## src/rtl/ahb_bridge_pkg.sv

```systemverilog
// Shared AHB-to-APB bridge definitions: transfer/response encodings and the
// error-response FSM state type.
package ahb_bridge_pkg;

  localparam logic [1:0] HTRANS_IDLE   = 2'b00;
  localparam logic [1:0] HTRANS_BUSY   = 2'b01;
  localparam logic [1:0] HTRANS_NONSEQ = 2'b10;
  localparam logic [1:0] HTRANS_SEQ    = 2'b11;

  localparam logic [1:0] HRESP_OKAY  = 2'b00;
  localparam logic [1:0] HRESP_ERROR = 2'b01;

  typedef enum logic [1:0] {
    ST_IDLE = 2'b00,
    ST_ERR1 = 2'b01,
    ST_ERR2 = 2'b10
  } err_state_e;

endpackage

```

## src/rtl/ahb_slave_if_param_if.sv

```systemverilog
// AHB-side bus bundle of the bridge slave interface; the master modport is the
// interconnect/APB-controller view, the slave modport is the bridge front end.
interface ahb_slave_if_param_if #(
  parameter int AW      = 32,
  parameter int DW      = 32,
  parameter int NUM_SLV = 3
);
  logic               Hwrite;
  logic               Hreadyin;
  logic [1:0]         Htrans;
  logic [AW-1:0]      Haddr;
  logic [DW-1:0]      Hwdata;
  logic [DW-1:0]      Prdata;
  logic               valid;
  logic [AW-1:0]      Haddr1;
  logic [AW-1:0]      Haddr2;
  logic [DW-1:0]      Hwdata1;
  logic [DW-1:0]      Hwdata2;
  logic               Hwritereg;
  logic [NUM_SLV-1:0] tempselx;
  logic [DW-1:0]      Hrdata;
  logic [1:0]         Hresp;
  logic               Hreadyout;

  modport slave (
    input  Hwrite, Hreadyin, Htrans, Haddr, Hwdata, Prdata,
    output valid, Haddr1, Haddr2, Hwdata1, Hwdata2, Hwritereg, tempselx,
           Hrdata, Hresp, Hreadyout
  );

  modport master (
    output Hwrite, Hreadyin, Htrans, Haddr, Hwdata, Prdata,
    input  valid, Haddr1, Haddr2, Hwdata1, Hwdata2, Hwritereg, tempselx,
           Hrdata, Hresp, Hreadyout
  );
endinterface

```

## src/rtl/ahb_addr_decoder.sv

```systemverilog
// Maps an AHB address onto NUM_SLV equal power-of-two regions starting at
// BASE_ADDR; produces a hit flag and a one-hot (or all-zero) slave select.
module ahb_addr_decoder #(
  parameter int            AW        = 32,
  parameter int            NUM_SLV   = 3,
  parameter logic [AW-1:0] BASE_ADDR = 'h8000_0000,
  parameter logic [AW-1:0] REGION_SZ = 'h0400_0000
) (
  input  logic [AW-1:0]      Haddr,
  output logic               hit,
  output logic [NUM_SLV-1:0] tempselx
);

  localparam int SHIFT = $clog2(REGION_SZ);
  // One extra bit so the decoded span cannot wrap past 2^AW.
  localparam logic [AW:0] SPAN = (AW+1)'(NUM_SLV) * {1'b0, REGION_SZ};

  logic [AW-1:0] offset;
  logic [AW-1:0] idx;

  always_comb begin
    offset   = Haddr - BASE_ADDR;
    hit      = (Haddr >= BASE_ADDR) && ({1'b0, offset} < SPAN);
    idx      = offset >> SHIFT;
    tempselx = '0;
    for (int i = 0; i < NUM_SLV; i++) begin
      if (hit && (idx == AW'(i))) tempselx[i] = 1'b1;
    end
  end

endmodule

```

## src/rtl/ahb_slave_if_param.sv

```systemverilog
// AHB slave front end of the AHB-to-APB bridge: transfer qualification, region
// decode, PIPE_DEPTH address/data pipeline. Optional error FSM: AHB_SLV_ERR_RESP_EN.
//
// state   | meaning
// ST_IDLE | accepting transfers, OKAY, ready
// ST_ERR1 | first ERROR cycle for an unmapped transfer, wait state
// ST_ERR2 | second ERROR cycle, ready
module ahb_slave_if_param
  import ahb_bridge_pkg::*;
#(
  parameter int            AW         = 32,
  parameter int            DW         = 32,
  parameter int            NUM_SLV    = 3,
  parameter logic [AW-1:0] BASE_ADDR  = 'h8000_0000,
  parameter logic [AW-1:0] REGION_SZ  = 'h0400_0000,
  parameter int            PIPE_DEPTH = 2
) (
  input logic                 Hclk,
  input logic                 Hresetn,
  ahb_slave_if_param_if.slave bus
);

  logic hit;
  logic active;
  logic fsm_idle;

  assign active = (bus.Htrans == HTRANS_NONSEQ) || (bus.Htrans == HTRANS_SEQ);

  ahb_addr_decoder #(
    .AW        (AW),
    .NUM_SLV   (NUM_SLV),
    .BASE_ADDR (BASE_ADDR),
    .REGION_SZ (REGION_SZ)
  ) u_dec (
    .Haddr    (bus.Haddr),
    .hit      (hit),
    .tempselx (bus.tempselx)
  );

  for (genvar k = 0; k < PIPE_DEPTH; k++) begin : g_pipe
    logic [AW-1:0] addr_r;
    logic [DW-1:0] data_r;
    logic [AW-1:0] addr_prev;
    logic [DW-1:0] data_prev;

    if (k == 0) begin : g_src
      assign addr_prev = bus.Haddr;
      assign data_prev = bus.Hwdata;
    end else begin : g_src
      assign addr_prev = g_pipe[k-1].addr_r;
      assign data_prev = g_pipe[k-1].data_r;
    end

    always_ff @(posedge Hclk or negedge Hresetn) begin
      if (!Hresetn) begin
        addr_r <= '0;
        data_r <= '0;
      end else if (bus.Hreadyin) begin
        addr_r <= addr_prev;
        data_r <= data_prev;
      end
    end
  end

  assign bus.Haddr1  = g_pipe[0].addr_r;
  assign bus.Haddr2  = g_pipe[PIPE_DEPTH-1].addr_r;
  assign bus.Hwdata1 = g_pipe[0].data_r;
  assign bus.Hwdata2 = g_pipe[PIPE_DEPTH-1].data_r;

  always_ff @(posedge Hclk or negedge Hresetn) begin
    if (!Hresetn)          bus.Hwritereg <= 1'b0;
    else if (bus.Hreadyin) bus.Hwritereg <= bus.Hwrite;
  end

  assign bus.Hrdata = bus.Prdata;
  assign bus.valid  = bus.Hreadyin & hit & active & fsm_idle;

`ifdef AHB_SLV_ERR_RESP_EN
  err_state_e state, state_nxt;
  logic [1:0] hresp;
  logic       hready;

  always_ff @(posedge Hclk or negedge Hresetn) begin
    if (!Hresetn) state <= ST_IDLE;
    else          state <= state_nxt;
  end

  // Once an error starts, both ERROR cycles complete regardless of Htrans.
  always_comb begin
    state_nxt = state;
    hresp     = HRESP_OKAY;
    hready    = 1'b1;
    case (state)
      ST_IDLE: if (bus.Hreadyin && !hit && active) state_nxt = ST_ERR1;
      ST_ERR1: begin
        state_nxt = ST_ERR2;
        hresp     = HRESP_ERROR;
        hready    = 1'b0;
      end
      ST_ERR2: begin
        state_nxt = ST_IDLE;
        hresp     = HRESP_ERROR;
      end
      default: state_nxt = ST_IDLE;
    endcase
  end

  assign fsm_idle      = (state == ST_IDLE);
  assign bus.Hresp     = hresp;
  assign bus.Hreadyout = hready;
`else
  assign fsm_idle      = 1'b1;
  assign bus.Hresp     = HRESP_OKAY;
  assign bus.Hreadyout = 1'b1;
`endif

endmodule

```

## src/flat_wrapper.sv

```systemverilog
// flat-port wrapper written by rule: the top's interface ports become plain ports
module ahb_slave_if_param_flat import ahb_bridge_pkg::*;
#(
  parameter int            AW         = 32,
  parameter int            DW         = 32,
  parameter int            NUM_SLV    = 3,
  parameter logic [AW-1:0] BASE_ADDR  = 'h8000_0000,
  parameter logic [AW-1:0] REGION_SZ  = 'h0400_0000,
  parameter int            PIPE_DEPTH = 2
)
  (Hclk, Hresetn, bus_Hwrite, bus_Hreadyin, bus_Htrans, bus_Haddr, bus_Hwdata, bus_Prdata, bus_valid, bus_Haddr1, bus_Haddr2, bus_Hwdata1, bus_Hwdata2, bus_Hwritereg, bus_tempselx, bus_Hrdata, bus_Hresp, bus_Hreadyout);
  ahb_slave_if_param_if #(.AW(AW), .DW(DW), .NUM_SLV(NUM_SLV)) bus_i ();
  input logic Hclk;
  input logic Hresetn;
  input wire logic [$bits(bus_i.Hwrite)-1:0] bus_Hwrite;
  input wire logic [$bits(bus_i.Hreadyin)-1:0] bus_Hreadyin;
  input wire logic [$bits(bus_i.Htrans)-1:0] bus_Htrans;
  input wire logic [$bits(bus_i.Haddr)-1:0] bus_Haddr;
  input wire logic [$bits(bus_i.Hwdata)-1:0] bus_Hwdata;
  input wire logic [$bits(bus_i.Prdata)-1:0] bus_Prdata;
  output wire logic [$bits(bus_i.valid)-1:0] bus_valid;
  output wire logic [$bits(bus_i.Haddr1)-1:0] bus_Haddr1;
  output wire logic [$bits(bus_i.Haddr2)-1:0] bus_Haddr2;
  output wire logic [$bits(bus_i.Hwdata1)-1:0] bus_Hwdata1;
  output wire logic [$bits(bus_i.Hwdata2)-1:0] bus_Hwdata2;
  output wire logic [$bits(bus_i.Hwritereg)-1:0] bus_Hwritereg;
  output wire logic [$bits(bus_i.tempselx)-1:0] bus_tempselx;
  output wire logic [$bits(bus_i.Hrdata)-1:0] bus_Hrdata;
  output wire logic [$bits(bus_i.Hresp)-1:0] bus_Hresp;
  output wire logic [$bits(bus_i.Hreadyout)-1:0] bus_Hreadyout;
  assign bus_i.Hwrite = bus_Hwrite;
  assign bus_i.Hreadyin = bus_Hreadyin;
  assign bus_i.Htrans = bus_Htrans;
  assign bus_i.Haddr = bus_Haddr;
  assign bus_i.Hwdata = bus_Hwdata;
  assign bus_i.Prdata = bus_Prdata;
  assign bus_valid = bus_i.valid;
  assign bus_Haddr1 = bus_i.Haddr1;
  assign bus_Haddr2 = bus_i.Haddr2;
  assign bus_Hwdata1 = bus_i.Hwdata1;
  assign bus_Hwdata2 = bus_i.Hwdata2;
  assign bus_Hwritereg = bus_i.Hwritereg;
  assign bus_tempselx = bus_i.tempselx;
  assign bus_Hrdata = bus_i.Hrdata;
  assign bus_Hresp = bus_i.Hresp;
  assign bus_Hreadyout = bus_i.Hreadyout;
  ahb_slave_if_param #(.AW(AW), .DW(DW), .NUM_SLV(NUM_SLV), .BASE_ADDR(BASE_ADDR), .REGION_SZ(REGION_SZ), .PIPE_DEPTH(PIPE_DEPTH)) u_core (.Hclk(Hclk), .Hresetn(Hresetn), .bus(bus_i));
endmodule
```

## config.mk

```make
export PLATFORM = sky130hd
export DESIGN_NAME = ahb_slave_if_param_flat
export DESIGN_NICKNAME = d
export VERILOG_FILES = /design/src/rtl/ahb_bridge_pkg.sv /design/src/rtl/ahb_slave_if_param_if.sv /design/src/rtl/ahb_addr_decoder.sv /design/src/rtl/ahb_slave_if_param.sv /design/src/flat_wrapper.sv
export SDC_FILE = /design/constraint.sdc
export NUM_CORES = 1
export LEC_CHECK = 0
export ABC_AREA = 1
export ABC_CLOCK_PERIOD_IN_PS = 1700
export CAP_MARGIN = 20
export CORE_ASPECT_RATIO = 0.9
export CORE_MARGIN = 2
export CORE_UTILIZATION = 43
export CTS_BUF_LIST = sky130_fd_sc_hd__clkbuf_16
export CTS_CLUSTER_SIZE = 30
export DETAILED_ROUTE_END_ITERATION = 10
export MAX_ROUTING_LAYER = met4
export PLACE_DENSITY = 0.95
export SLEW_MARGIN = 20
export SYNTH_ARGS = -nofsm -noshare
export SYNTH_HDL_FRONTEND = slang
export SYNTH_HIERARCHICAL = 1
export SYNTH_SLANG_ARGS = --single-unit
```

## constraint.sdc

```tcl
create_clock -name Hclk -period 1.7 [get_ports Hclk]
set_input_delay 0.34 -clock Hclk [delete_from_list [all_inputs] [get_ports Hclk]]
set_output_delay 0.34 -clock Hclk [all_outputs]
set_load 0.02 [all_outputs]
```

==> impl_metrics.csv <==
group,metric,value,unit
clock_tree,insertion_delay,0.41,ns
timing,hold_violations,0,
power,power.density,1160,nW/um2
status,status,"finished clean",
critical_path,critPathMaxStageDelay,0.25,ns
grt,grt_pass1_wl,21.4,mm
floorplan,dieArea,12900,um2
detailed_routing,drt_first_iter_violations,222,
power,p_switching,0.00237,W
placement,port_buffers,201,
placement,routabilityCongestion,0.844,
layout,drive_gt1_share,6.28,%
clock_tree,cts_tree,"yes",
clock_tree,clk_path_buf_depth,2,
detailed_routing,firstDrtPassIters,4,
synthesis,synth_warnings,6,
timing,whs,0.214,ns
synthesis,synthCells,599,
timing,fin_crit_sh,95.4,%
layout,stdcell_count,936,
floorplan,dieWidth,120,um
job,maxCapViolCount,0,
synthesis,synth_area,5160,um2
timing,rsz0062_at_grt,"no",
timing,relSlewSlack,61.2,%
placement,dp_cells,904,
grt,grt_pass1_vias,4244,
power,pwr-share-seq,40.9,%
clock_tree,clock-sinks,129,
timing,fin_skew,0.00565,ns
synthesis,synth-seq-cells,129,
critical_path,cp_cell_sequence,"dlygate4sd2_1 > nor2_2 > nand2_2 > nor2_1 > nand2_1 > nor2_1 > buf_4",
power,total_power,0.00875,W
floorplan,fp.dieH,108,um
synthesis,yosysSeqAreaShare,62.5,%
layout,nNetsFinal,870,
power,leakage,4.23,nW
synthesis,synthDistinctLibCells,11,
critical_path,critical_path_class,"input port to output pin",
detailed_routing,vias,4371,
detailed_routing,routed_via_density,4.67,
timing,maxSlewViolCount,0,
power,internal_power,0.00638,W
layout,fill_cells,967,
clock_tree,clk_pin_slew,0.05,ns
clock_tree,htreeDepth,4,
power,p_clk_share,42.1,%
min_path,hold_class,"input port to flip-flop",
critical_path,required,1.36,ns
critical_path,cp-end-kind,"output pin",
synthesis,avgSynthCellArea,8.62,um2
grt,grt_max_degree,130,
floorplan,rows,37,
grt,grt_usage,22.3,%
layout,areaGrowthSynthToFinish,46.3,%
timing,finalSetupViolCount,0,
layout,final_core_utilization,65.3,%
grt,antenna_found_initial,0,
timing,min_period,1.62,ns
critical_path,cp.arrival,1.28,ns
placement,hpwl,9.12,mm
critical_path,cpMostUsedCell,"nor2_1",
timing,max_clock_freq,0.616,GHz
grt,overflow,0,
detailed_routing,drc,0,
clock_tree,cts_root_buf,"clkbuf_16",
timing,worstMarginPinSlew,0.582,ns
detailed_routing,postRouteAntennaNets,0,
placement,detailed_place.area,7100,um2
power,p_sw_share,27.1,%
clock_tree,cts_buffers,17,
critical_path,cp-start-kind,"input port",
layout,fin_area,7550,um2
detailed_routing,wl_per_cell,14.2,um
critical_path,path_max_fanout,2,
power,irDropWorstVdd,0.000937,V
critical_path,cp_slowest_cell,"dlygate4sd2_1",
power,combPwrFrac,17.0,%
layout,n_antenna_cell,0,
floorplan,io_pins,270,
floorplan,core,11600,um2
detailed_routing,routed_wl,13.3,mm
floorplan,start_util,44.6,%
[final timing paths]
kind / from / endpoint / slack (ns) / cells after the start
max: bus_Haddr[28] / bus_valid / 0.08 / 7
min: bus_Haddr[30] / u_core/bus.Haddr1[30] / 0.21 / 3
max reg2reg: u_core/bus.Haddr2[26] / u_core/bus.Haddr2[26] / 1.02 / 2
min reg2reg: u_core/bus.Hwdata2[6] / u_core/bus.Hwdata2[6] / 0.46 / 2
max in group asynchronous: Hresetn / u_core/bus.Hwdata2[28] / 0.73 / 3
min in group asynchronous: Hresetn / u_core/bus.Haddr1[29] / 0.44 / 2
[synth_stat cells (all sizes together)]
cell type	n	area [um2]
nand2	393	1480
dfrtp	129	3230
buf	59	385
nor2	7	31.3
inv	5	18.8
clkbuf	4	15.0
conb	2	7.51
[cell type report]
type / count / area, um2 / area share [%]
clock buffer: 17 / 425 / 5.63
clock inverter: 14 / 171 / 2.27
inverter: 5 / 21.3 / 0.282
multi-input combinational: 403 / 1530 / 20.2
sequential: 129 / 3230 / 42.7
tap: 156 / 195 / 2.58
timing repair buffer: 212 / 1980 / 26.3
[cell families (layout without fill, tap and decap cells)]
group	count (synthesis)	after routing	synth area share (%)
and+or+nand+nor	400	400	29.2
DFF	129	129	62.5
buffers and inverters	68	248	8.12
other	2	3	0.145
[power by group through the flow]
stage | combinational (W) | sequential [W] | clock, W
floorplan | 0.000472 | 0.00400 | 0
global route | 0.00162 | 0.00362 | 0.00393
CTS | 0.00151 | 0.00358 | 0.00374
global placement | 0.00169 | 0.00362 | 0
detailed placement | 0.00172 | 0.00364 | 0
finish | 0.00149 | 0.00358 | 0.00368
[per-layer routing]
| metal | share of wire (%) | global-route usage [%] |
|---|---|---|
| met5 | 0 | - |
| met4 | 3.3 | 10.4 |
| met3 | 6.1 | 7.75 |
| met2 | 49 | 33.9 |
| met1 | 41 | 26.8 |
[worst max-delay path, delay by kind of cell]
kind,cells,cell delay [ns]
buffers and inverters,2,0.40
and+or+nand+nor,5,0.53
[placed cells by master (no fill, tap or decap)]
master,instances
buf_4,8
nand2_1,392
clkbuf_16,17
conb_1,3
dlygate4sd3_1,1
buf_2,1
inv_1,4
inv_4,1
nor2_2,2
buf_6,3
dlygate4sd2_1,132
nand2_2,1
clkinv_1,3
dfrtp_1,129
bufinv_16,4
dlymetal6s2s_1,3
clkinv_2,5
clkinvlp_4,2
nor2_1,4
nor2_4,1
clkdlybuf4s50_1,60
buf_12,4
[through the flow]
| stage | setup TNS (ns) | setup WS [ns] |
|---|---|---|
| global placement | -1.96 | -0.498 |
| global route | 0 | 0.00498 |
| CTS | 0 | 0.00390 |
| detailed placement | -2.00 | -0.531 |
| finish | 0 | 0.0778 |
| floorplan | 0 | 0.442 |
[registers in the layout, indices dropped and copies added (netlist names)]
name / count
u_core/bus.Haddr1: 32
u_core/bus.Haddr2: 32
u_core/bus.Hwdata1: 32
u_core/bus.Hwdata2: 32
u_core/bus.Hwritereg: 1
[timing repair]
action                                  CTS  global route
endpoints found under the setup margin  133             1
setup buffers                             0             0
resized for setup                       155             3
pin swaps                                 2             3
hold endpoints to repair                 38             0
hold buffers                              1             0
No activity file was read; power rests on OpenSTA's default activity.
